### src/rtl/fp_mult_pipe.sv
// Purpose: pipelined multiplier for small {sign, exp, mant} float formats (no Inf/NaN), RNE or truncate, saturating.
// Latency: pair accepted at edge N -> out_valid after edge N+3; one product per cycle while out_ready is high.
// Backpressure: global stall; every stage holds while out_valid && !out_ready, in_ready = advance (combinational).
// Ports: clk/rst (sync, active-high); in_valid/in_ready + a/b operands; out_valid/out_ready + p product
//        and flags {overflow, underflow, inexact}, both held stable while stalled.
module fp_mult_pipe #(
    parameter int EXP_W = 4,
    parameter int MAN_W = 3,
    parameter int BIAS  = 2**(EXP_W-1)-1,
    parameter int ROUND = 1
) (
    input  logic                 clk,
    input  logic                 rst,
    input  logic                 in_valid,
    output logic                 in_ready,
    input  logic [EXP_W+MAN_W:0] a,
    input  logic [EXP_W+MAN_W:0] b,
    output logic                 out_valid,
    input  logic                 out_ready,
    output logic [EXP_W+MAN_W:0] p,
    output logic [2:0]           flags
);
    localparam int SIG_W  = MAN_W + 1;
    localparam int PROD_W = 2 * SIG_W;
    localparam int EW     = EXP_W + 3;
    localparam int EXT_W  = PROD_W + MAN_W + 2;
    localparam int TOP    = EXP_W + MAN_W;

    typedef logic signed [EW-1:0] sexp_t;

    localparam sexp_t E_ONE  = sexp_t'(1);
    localparam sexp_t E_ZERO = sexp_t'(0);
    localparam sexp_t E_MIN  = sexp_t'(1 - BIAS);
    localparam sexp_t E_BIAS = sexp_t'(BIAS);
    localparam sexp_t E_MAX  = sexp_t'(2**EXP_W - 1);
    localparam sexp_t SH_MAX = sexp_t'(MAN_W + 2);

    typedef struct packed {
        logic              zero;
        sexp_t             e;
        logic [SIG_W-1:0]  sig;
    } opnd_t;

    typedef struct packed {
        logic              sign;
        logic              zero;
        sexp_t             ea;
        sexp_t             eb;
        logic [SIG_W-1:0]  sa;
        logic [SIG_W-1:0]  sb;
    } s1_t;

    typedef struct packed {
        logic              sign;
        logic              zero;
        sexp_t             e;
        logic [PROD_W-1:0] prod;
    } s2_t;

    // Unbiased exponent plus a significand with the leading 1 at the top.
    // Subnormals are shifted up by the leading-zero count of {0, mant}.
    function automatic opnd_t decode(input logic [TOP-1:0] x);
        opnd_t            r;
        logic [EXP_W-1:0] ef;
        logic [SIG_W-1:0] s0;
        int               lz;
        ef     = x[TOP-1 -: EXP_W];
        s0     = {1'b0, x[MAN_W-1:0]};
        r.zero = (ef == '0) && (x[MAN_W-1:0] == '0);
        if (ef != '0) begin
            r.sig = {1'b1, x[MAN_W-1:0]};
            r.e   = sexp_t'(int'(ef) - BIAS);
        end else begin
            lz = SIG_W;
            for (int i = 0; i < SIG_W; i++) begin
                if (s0[i]) lz = SIG_W - 1 - i;
            end
            r.sig = s0 << lz;
            r.e   = sexp_t'(1 - BIAS - lz);
        end
        return r;
    endfunction

    logic              advance;
    logic              s0_vld, s1_vld, s2_vld;
    logic [TOP:0]      s0_a, s0_b;
    s1_t               s1, s1_nxt;
    s2_t               s2, s2_nxt;
    opnd_t             da, db;

    logic [PROD_W-1:0] norm;
    sexp_t             e_n, deficit, exp_b, exp_r;
    logic [EXT_W-1:0]  ext, shifted;
    logic [MAN_W-1:0]  mant, mant_r;
    logic              far, guard, sticky, inc, carry, sat, inexact;
    logic [TOP:0]      p_nxt;
    logic [2:0]        flags_nxt;

    assign advance  = out_ready || !out_valid;
    assign in_ready = advance;

    // S1: decode captured operands.
    always_comb begin
        da          = decode(s0_a[TOP-1:0]);
        db          = decode(s0_b[TOP-1:0]);
        s1_nxt.sign = s0_a[TOP] ^ s0_b[TOP];
        s1_nxt.zero = da.zero | db.zero;
        s1_nxt.ea   = da.e;
        s1_nxt.eb   = db.e;
        s1_nxt.sa   = da.sig;
        s1_nxt.sb   = db.sig;
    end

    // S2: exact significand product and exponent sum.
    always_comb begin
        s2_nxt.sign = s1.sign;
        s2_nxt.zero = s1.zero;
        s2_nxt.e    = s1.ea + s1.eb;
        s2_nxt.prod = PROD_W'(s1.sa) * PROD_W'(s1.sb);
    end

    // S3: normalise, denormalise on underflow, round, saturate.
    always_comb begin
        norm = s2.prod << 1;
        e_n  = s2.e;
        if (s2.prod[PROD_W-1]) begin
            norm = s2.prod;
            e_n  = s2.e + E_ONE;
        end
        deficit = E_MIN - e_n;
        ext     = {norm, {(MAN_W+2){1'b0}}};
        far     = deficit > SH_MAX;
        shifted = ext;
        if (far) begin
            shifted = '0;
        end else if (deficit > E_ZERO) begin
            shifted = ext >> deficit;
        end
        mant   = shifted[EXT_W-2 -: MAN_W];
        guard  = shifted[EXT_W-2-MAN_W];
        sticky = far | (|shifted[EXT_W-3-MAN_W:0]);
        // Integer bit survives only when no underflow shift happened.
        exp_b  = shifted[EXT_W-1] ? e_n + E_BIAS : E_ZERO;
        inc    = (ROUND != 0) && guard && (sticky || mant[0]);
        {carry, mant_r} = {1'b0, mant} + {{MAN_W{1'b0}}, inc};
        // Carry out of the mantissa bumps the exponent (subnormal -> min normal too).
        exp_r   = carry ? exp_b + E_ONE : exp_b;
        sat     = exp_r > E_MAX;
        inexact = guard | sticky | sat;
        p_nxt     = {s2.sign, exp_r[EXP_W-1:0], mant_r};
        flags_nxt = {sat, (exp_r == E_ZERO) && inexact, inexact};
        if (sat) begin
            p_nxt = {s2.sign, {TOP{1'b1}}};
        end
        if (s2.zero) begin
            p_nxt     = {s2.sign, {TOP{1'b0}}};
            flags_nxt = '0;
        end
    end

    always_ff @(posedge clk) begin
        if (rst) begin
            s0_vld    <= 1'b0;
            s1_vld    <= 1'b0;
            s2_vld    <= 1'b0;
            out_valid <= 1'b0;
            p         <= '0;
            flags     <= '0;
        end else if (advance) begin
            s0_vld    <= in_valid;
            s1_vld    <= s0_vld;
            s2_vld    <= s1_vld;
            out_valid <= s2_vld;
            if (in_valid) begin
                s0_a <= a;
                s0_b <= b;
            end
            s1 <= s1_nxt;
            s2 <= s2_nxt;
            if (s2_vld) begin
                p     <= p_nxt;
                flags <= flags_nxt;
            end
        end
    end

endmodule
### config.mk
export PLATFORM = sky130hd
export DESIGN_NAME = fp_mult_pipe
export DESIGN_NICKNAME = d
export VERILOG_FILES = /design/src/rtl/fp_mult_pipe.sv
export SDC_FILE = /design/constraint.sdc
export NUM_CORES = 1
export LEC_CHECK = 0
export CORE_MARGIN = 3
export CORE_UTILIZATION = 50
export CTS_BUF_LIST = sky130_fd_sc_hd__clkbuf_8
export CTS_CLUSTER_DIAMETER = 200
export DETAILED_ROUTE_END_ITERATION = 8
export GPL_ROUTABILITY_DRIVEN = 0
export PLACE_DENSITY = 0.77
export SYNTH_ARGS = -nofsm -noshare
export SYNTH_HDL_FRONTEND = slang
export SYNTH_SLANG_ARGS = --single-unit
### constraint.sdc
create_clock -name clk -period 6.6 [get_ports clk]
set_input_delay 0.66 -clock clk [delete_from_list [all_inputs] [get_ports clk]]
set_output_delay 0.66 -clock clk [all_outputs]
set_load 0.01 [all_outputs]
* After elaboration in Yosys (flattened, before gate mapping)
Cells that the tools add are included.
Word-level totals: register bits after elaboration 72, bits in latches 0, memory bits (writable) 0, memory bits (read-only) 0, input port bits 20, logic and storage cells 80, memories kept 0
Operators by class: $add $sub $neg 10, $mul 1, div/mod/pow operators 0, order comparisons 3, equality and inequality tests 0, shifts and indexed selects 3, muxes and demuxes 19, bitwise logic cells 6, reductions and logical operators 18
Operator list (count):
- 2-to-1 mux 32 bit | 6
- << shifter 3 x 32 -> 4 bit | 2
- 2-to-1 mux 7 bit | 5
- 2-to-1 mux 13 bit | 2
- 2-to-1 mux 11 bit | 2
- subtractor 4 x 7 -> 7 bit, first input constant | 3
- adder 7 x 2 -> 7 bit, second input constant | 2
- >> shifter 13 x 7 -> 13 bit | 1
- subtractor 4 x 3 -> 5 bit, second input constant | 2
- 2-to-1 mux 3 bit | 3
- logical NOT 4 bit | 2
- multiplier 4 x 4 -> 8 bit | 1
- 2-to-1 mux 8 bit | 1
- nonzero test 4 bit | 2
- OR reduction 8 bit | 1
- adder 7 x 4 -> 7 bit, second input constant | 1
- adder 7 bit | 1
- greater-than comparator 7 x 1 -> 1 bit, second input constant | 1
- greater-than comparator 7 x 4 -> 1 bit, second input constant | 1
- greater-than comparator 7 x 5 -> 1 bit, second input constant | 1
- logical NOT 7 bit | 1
- logical NOT 3 bit | 2
- adder 3 x 1 -> 4 bit | 1
- logical AND 1 bit | 4
- other kinds (7) | 12

* Longest topological paths before layout
word-level depth 16, mapped depth 21

* Worst setup path after synthesis
No wires, ideal clock.
path type register to register, from reg s2[7] (netlist name), to reg p[6], library setup time 95 ps, arrival time 4935 ps, setup slack 1569 ps, stages on the path, launching flop included 20, path through edfxtp_1 buf_2 buf_2 clkbuf_1 mux2_2 ha_1 nor3_1 o21ai_0 a211o_1 a211o_1 clkbuf_1 nor2_1 ha_1 nand3_1 or3_1 or4_1 nand3b_1 or3b_1 buf_6 o311ai_1
Between the ends: longest elaborated chain between the ends 14, elaborated cells between the ends (all ways) 20, those cells by class add/sub: 4; order compare: 3; shift: 1; mux: 8; bitwise: 1; reduce/logical: 3
Ends and longest elaborated chain:
- start: declaration | RTL line 88 | s2_t s2, s2_nxt;
- start signal: assignment | RTL line 179 | s2 <= s2_nxt;
- 2-to-1 mux 7 bit | RTL line 126 | if (s2.prod[PROD_W-1]) begin
- subtractor 4 x 7 -> 7 bit | RTL line 130 | deficit = E_MIN - e_n;
- greater-than comparator 7 x 1 -> 1 bit or >> shifter 13 x 7 -> 13 bit (tied branches) | RTL line 136, 137
- 2-to-1 mux 13 bit | RTL line 136 | end else if (deficit > E_ZERO) begin
- 2-to-1 mux 13 bit | RTL line 134 | if (far) begin
- OR reduction 8 bit | RTL line 141 | sticky = far | (|shifted[EXT_W-3-MAN_W:0]);
- bitwise OR 1 bit | RTL line 141
- logical OR 1 bit | RTL line 144 | inc = (ROUND != 0) && guard && (sticky || mant[0]);
- logical AND 1 bit | RTL line 144
- adder 3 x 1 -> 4 bit | RTL line 145 | {carry, mant_r} = {1'b0, mant} + {{MAN_W{1'b0}}, inc};
- 2-to-1 mux 7 bit (*) | RTL line 147 | exp_r = carry ? exp_b + E_ONE : exp_b;
- greater-than comparator 7 x 5 -> 1 bit | RTL line 148 | sat = exp_r > E_MAX;
- 2-to-1 mux 7 bit (*) | RTL line 152 | if (sat) begin
- 2-to-1 mux 7 bit (*) | RTL line 155 | if (s2.zero) begin
- end signal: assignment | RTL line 181 | p <= p_nxt;
- end: declaration | RTL line 20 | output logic [EXP_W+MAN_W:0] p,
Every way passes the cells marked *; elsewhere a longest branch is shown, timed or not. A chain may end at the register's enable or synchronous reset.

* Worst setup path in the final report
from reg s2[8] (netlist name), to reg p[6]
Between the ends: longest elaborated chain between the ends 15, elaborated cells between the ends (all ways) 20, those cells by class add/sub: 5; order compare: 3; shift: 1; mux: 7; bitwise: 1; reduce/logical: 3
Ends and longest elaborated chain:
- adder 7 x 2 -> 7 bit | RTL line 128 | e_n = s2.e + E_ONE;
- 2-to-1 mux 7 bit (*) | RTL line 126
- subtractor 4 x 7 -> 7 bit | RTL line 130
- greater-than comparator 7 x 1 -> 1 bit or >> shifter 13 x 7 -> 13 bit (tied branches) | RTL line 136, 137
- 2-to-1 mux 13 bit | RTL line 136
- 2-to-1 mux 13 bit | RTL line 134
- OR reduction 8 bit | RTL line 141
- bitwise OR 1 bit | RTL line 141
- logical OR 1 bit | RTL line 144
- logical AND 1 bit | RTL line 144
- adder 3 x 1 -> 4 bit | RTL line 145
- 2-to-1 mux 7 bit (*) | RTL line 147
- greater-than comparator 7 x 5 -> 1 bit | RTL line 148
- 2-to-1 mux 7 bit (*) | RTL line 152
- 2-to-1 mux 7 bit (*) | RTL line 155
Marked as above.

==> impl_metrics.csv <==
group,metric,value,unit
clocking,ctsHoldBuffers,0,
critical_path,r2r_slack,800,ps
yosys,yosysSeqAreaShare,41.1,%
finish,nFillCells,744,
finish,fin_cells,603,
finish,drive_above_1_share,9.09,%
floorplanning,dieArea,10400,sq um
yosys,synth_top_area_share,34.6,%
yosys,ys_async_sr_fraction,0,%
critical_path,cp_max_fo,22,
routing,drt-met1-wl,3730,um
finish,final_util,58.7,%
sta,clock_skew,9.95,ps
job,max_cap_viol_count,0,
critical_path,r2r_cells,16,
yosys,synth_top_cell_by_area,"edfxtp_1",
yosys,synthAdderAreaFrac,10.1,%
yosys,synth_xor_area_share,6.63,%
sta,fin_setup_tns,0,ps
floorplanning,start_util,52.0,%
routing,num_vias,3511,
floorplanning,coreArea,8850,sq um
critical_path,cp.arrival,6050,ps
min_path,hold_class,"reg -> reg",
power,power_leakage,1.99,nW
floorplanning,io_pins,33,
grt,grt_pass1_vias,3383,
placed_design,placement.io_buffers,32,
critical_path,startpoint_type,"flop",
yosys,ys_warn_count,0,
yosys,synth_compound_area_share,16.6,%
clocking,cts_max_level,3,
clocking,ctsResizeCount,0,
finish,syn_to_final_growth,12.9,%
yosys,synthCells,463,
routing,dr.max_layer_used,"met4",
clocking,cts_root_buf,"clkbuf_8",
grt,grt_usage,18.1,%
power,p_per_area,252,nW/um^2
yosys,synth-simple-area-share,18.0,%
placed_design,hpwl,6740,um
clocking,cts_tree,"built",
sta,worst_pin_slew,1110,ps
routing,vias_per_cell,5.82,
sta,slew_headroom,25.7,%
yosys,ys.flop_type,"edfxtp_1",
sta,max_freq,172,MHz
grt,grt_pass1_wl,14900,um
routing,ant_nets,0,
critical_path,required,6850,ps
sta,period_share,87.9,%
clocking,cts_setup_buffers,0,
routing,drt-initial-drc-count,165,
clocking,insertion_delay,350,ps
min_path,hold_path_depth,0,
clocking,clockBufferDepth,2,
clocking,numCtsBuffers,9,
yosys,synth_area,4600,sq um
run_status,status,"completed",
yosys,synth_edf_count,53,
floorplanning,num_rows,34,
yosys,synth_nets,517,
yosys,ys_seq_elements,68,
power,ir_worst_vdd,0.190,mV
routing,firstDrtPassIters,5,
sta,hold_violations,0,
routing,drcViolationCount,0,
yosys,synth_top_family_by_area,"simple AND/OR/NAND/NOR gates",
critical_path,cp-end-kind,"flop",
grt,antenna_found_initial,0,
floorplanning,die_w,102,um
sta,slew_viol_final,0,
routing,dr_wl_met2,4560,um
sta,final.min_clock_period,5800,ps
floorplanning,die_y,102,um
grt,grt_max_degree,39,
sta,finalSetupViolCount,0,
routing,wl_met3,347,um
routing,wl_per_cell,14.7,um
yosys,synth_cell_types,65,
routing,drt_wl_total,8890,um
clocking,clk_pin_slew,80,ps
finish,num-nets-final,544,
grt,overflow,0,
sta,rsz0062_at_grt,"false",
placed_design,placedCellCount,587,
clocking,cts_sinks,68,
finish,diodes,0,
critical_path,critPathKind,"reg -> reg",
yosys,synthTopCellsByArea,"edfxtp_1, ha_1, dfxtp_1",
yosys,syn_avg_cell_area,9.94,sq um
yosys,muxShareOfSynthArea,3.51,%
==> worst max-delay path, stage by stage, from the launching register on <==
cell and delay [ps]:
edfxtp_1 800, ha_1 370, mux2_2 310, ha_1 240, nor3_1 400, a311oi_2 130
xor2_1 640, o22ai_1 180, a211o_1 380, nor2_1 160, ha_1 250, nand3_1 110
or3_1 410, or4_1 470, nand3b_1 120, or3b_1 560, o311ai_1 160
==> cell usage in the layout, fill, tap and decap left out, types with 12 or more instances in the layout <==
cell             instances
a21oi_1                 31
and2_1                  18
clkdlybuf4s50_1         32
dfxtp_1                 15
edfxtp_1                53
ha_1                    29
inv_1                   25
nand2_1                 37
nand3_1                 12
nor2_1                  32
nor3_1                  12
o21ai_0                 17
xnor2_1                 20
xor2_1                  13
==> cell type report <==
| class | count | area [sq um] | area share, % |
|---|---|---|---|
| Tap cell | 108 | 135 | 2.60 |
| Inverter | 25 | 93.8 | 1.81 |
| Clock inverter | 7 | 82.6 | 1.59 |
| Multi-Input combinational cell | 352 | 2530 | 48.8 |
| Sequential cell | 68 | 1890 | 36.4 |
| Timing Repair Buffer | 34 | 335 | 6.45 |
| Clock buffer | 9 | 124 | 2.38 |
==> where the power goes <==
| part | leakage, nW | total [mW] | switching [mW] | internal, mW |
|---|---|---|---|---|
| sequential | 0.631 | 0.538 | 0.0387 | 0.499 |
| combinational | 1.26 | 0.420 | 0.239 | 0.180 |
| clock | 0.0988 | 0.354 | 0.173 | 0.181 |
==> synthesized netlist by cell type, types with 4 or more instances <==
cell,count
buf_2,4
a21o_1,7
o211ai_1,4
nor3b_1,4
mux2_2,7
dfxtp_1,15
edfxtp_1,53
o31ai_1,6
nand3_1,12
nor2_1,33
a211o_1,4
fa_1,5
nand2b_1,7
nand4_1,5
clkbuf_1,10
inv_1,25
nor2b_1,10
o21ai_2,6
a22oi_1,4
xor2_1,13
and2_1,18
ha_1,29
nand2_1,37
o22ai_1,4
a21oi_1,31
nor3_1,12
mux2i_1,6
xnor2_1,20
o21ai_0,17
==> registers in the layout (all words and copies together) (netlist names) <==
register / flops
s0_vld: 1
s2_vld: 1
s1_vld: 1
flags: 3
out_valid: 1
s1: 20
p: 8
s0_b: 8
s2: 17
s0_a: 8
==> layer usage <==
layer  track usage [%]  vias up
met5                 0        -
met4              7.97        0
met3              2.94       23
met2              32.6       82
met1              21.1     1657
li1                  -     1749
==> per-stage QoR <==
step / setup WS [ps] / total power, mW / instance area (sq um) / hold WS (ps)
floorplan: 1570 / 0.866 / 4600 / 400
global placement: 1100 / 0.948 / 4990 / 402
detailed placement: 863 / 0.959 / 4990 / 408
CTS: 869 / 1.32 / 5200 / 427
global route: 360 / 1.39 / 5200 / 429
finish: 797 / 1.31 / 5200 / 432
==> kinds of logic after synthesis <==
kind of cell,Yosys count
muxes,14
and+or+nand+nor,159
DFF,68
AOI/OAI and AO/OA,111
adders and majority gates,34
xor gates and xnor gates,34
buffers and inverters,43
==> path summary, 6_finish.rpt <==
| check | from | to |
|---|---|---|
| setup / recovery | s2[8] | p[6] |
| hold / removal | s1[22] | s2[15] |
| setup reg to reg | s2[8] | p[6] |
| hold reg to reg | s1[22] | s2[15] |
Note: power is estimated with default switching activity, not from simulation.
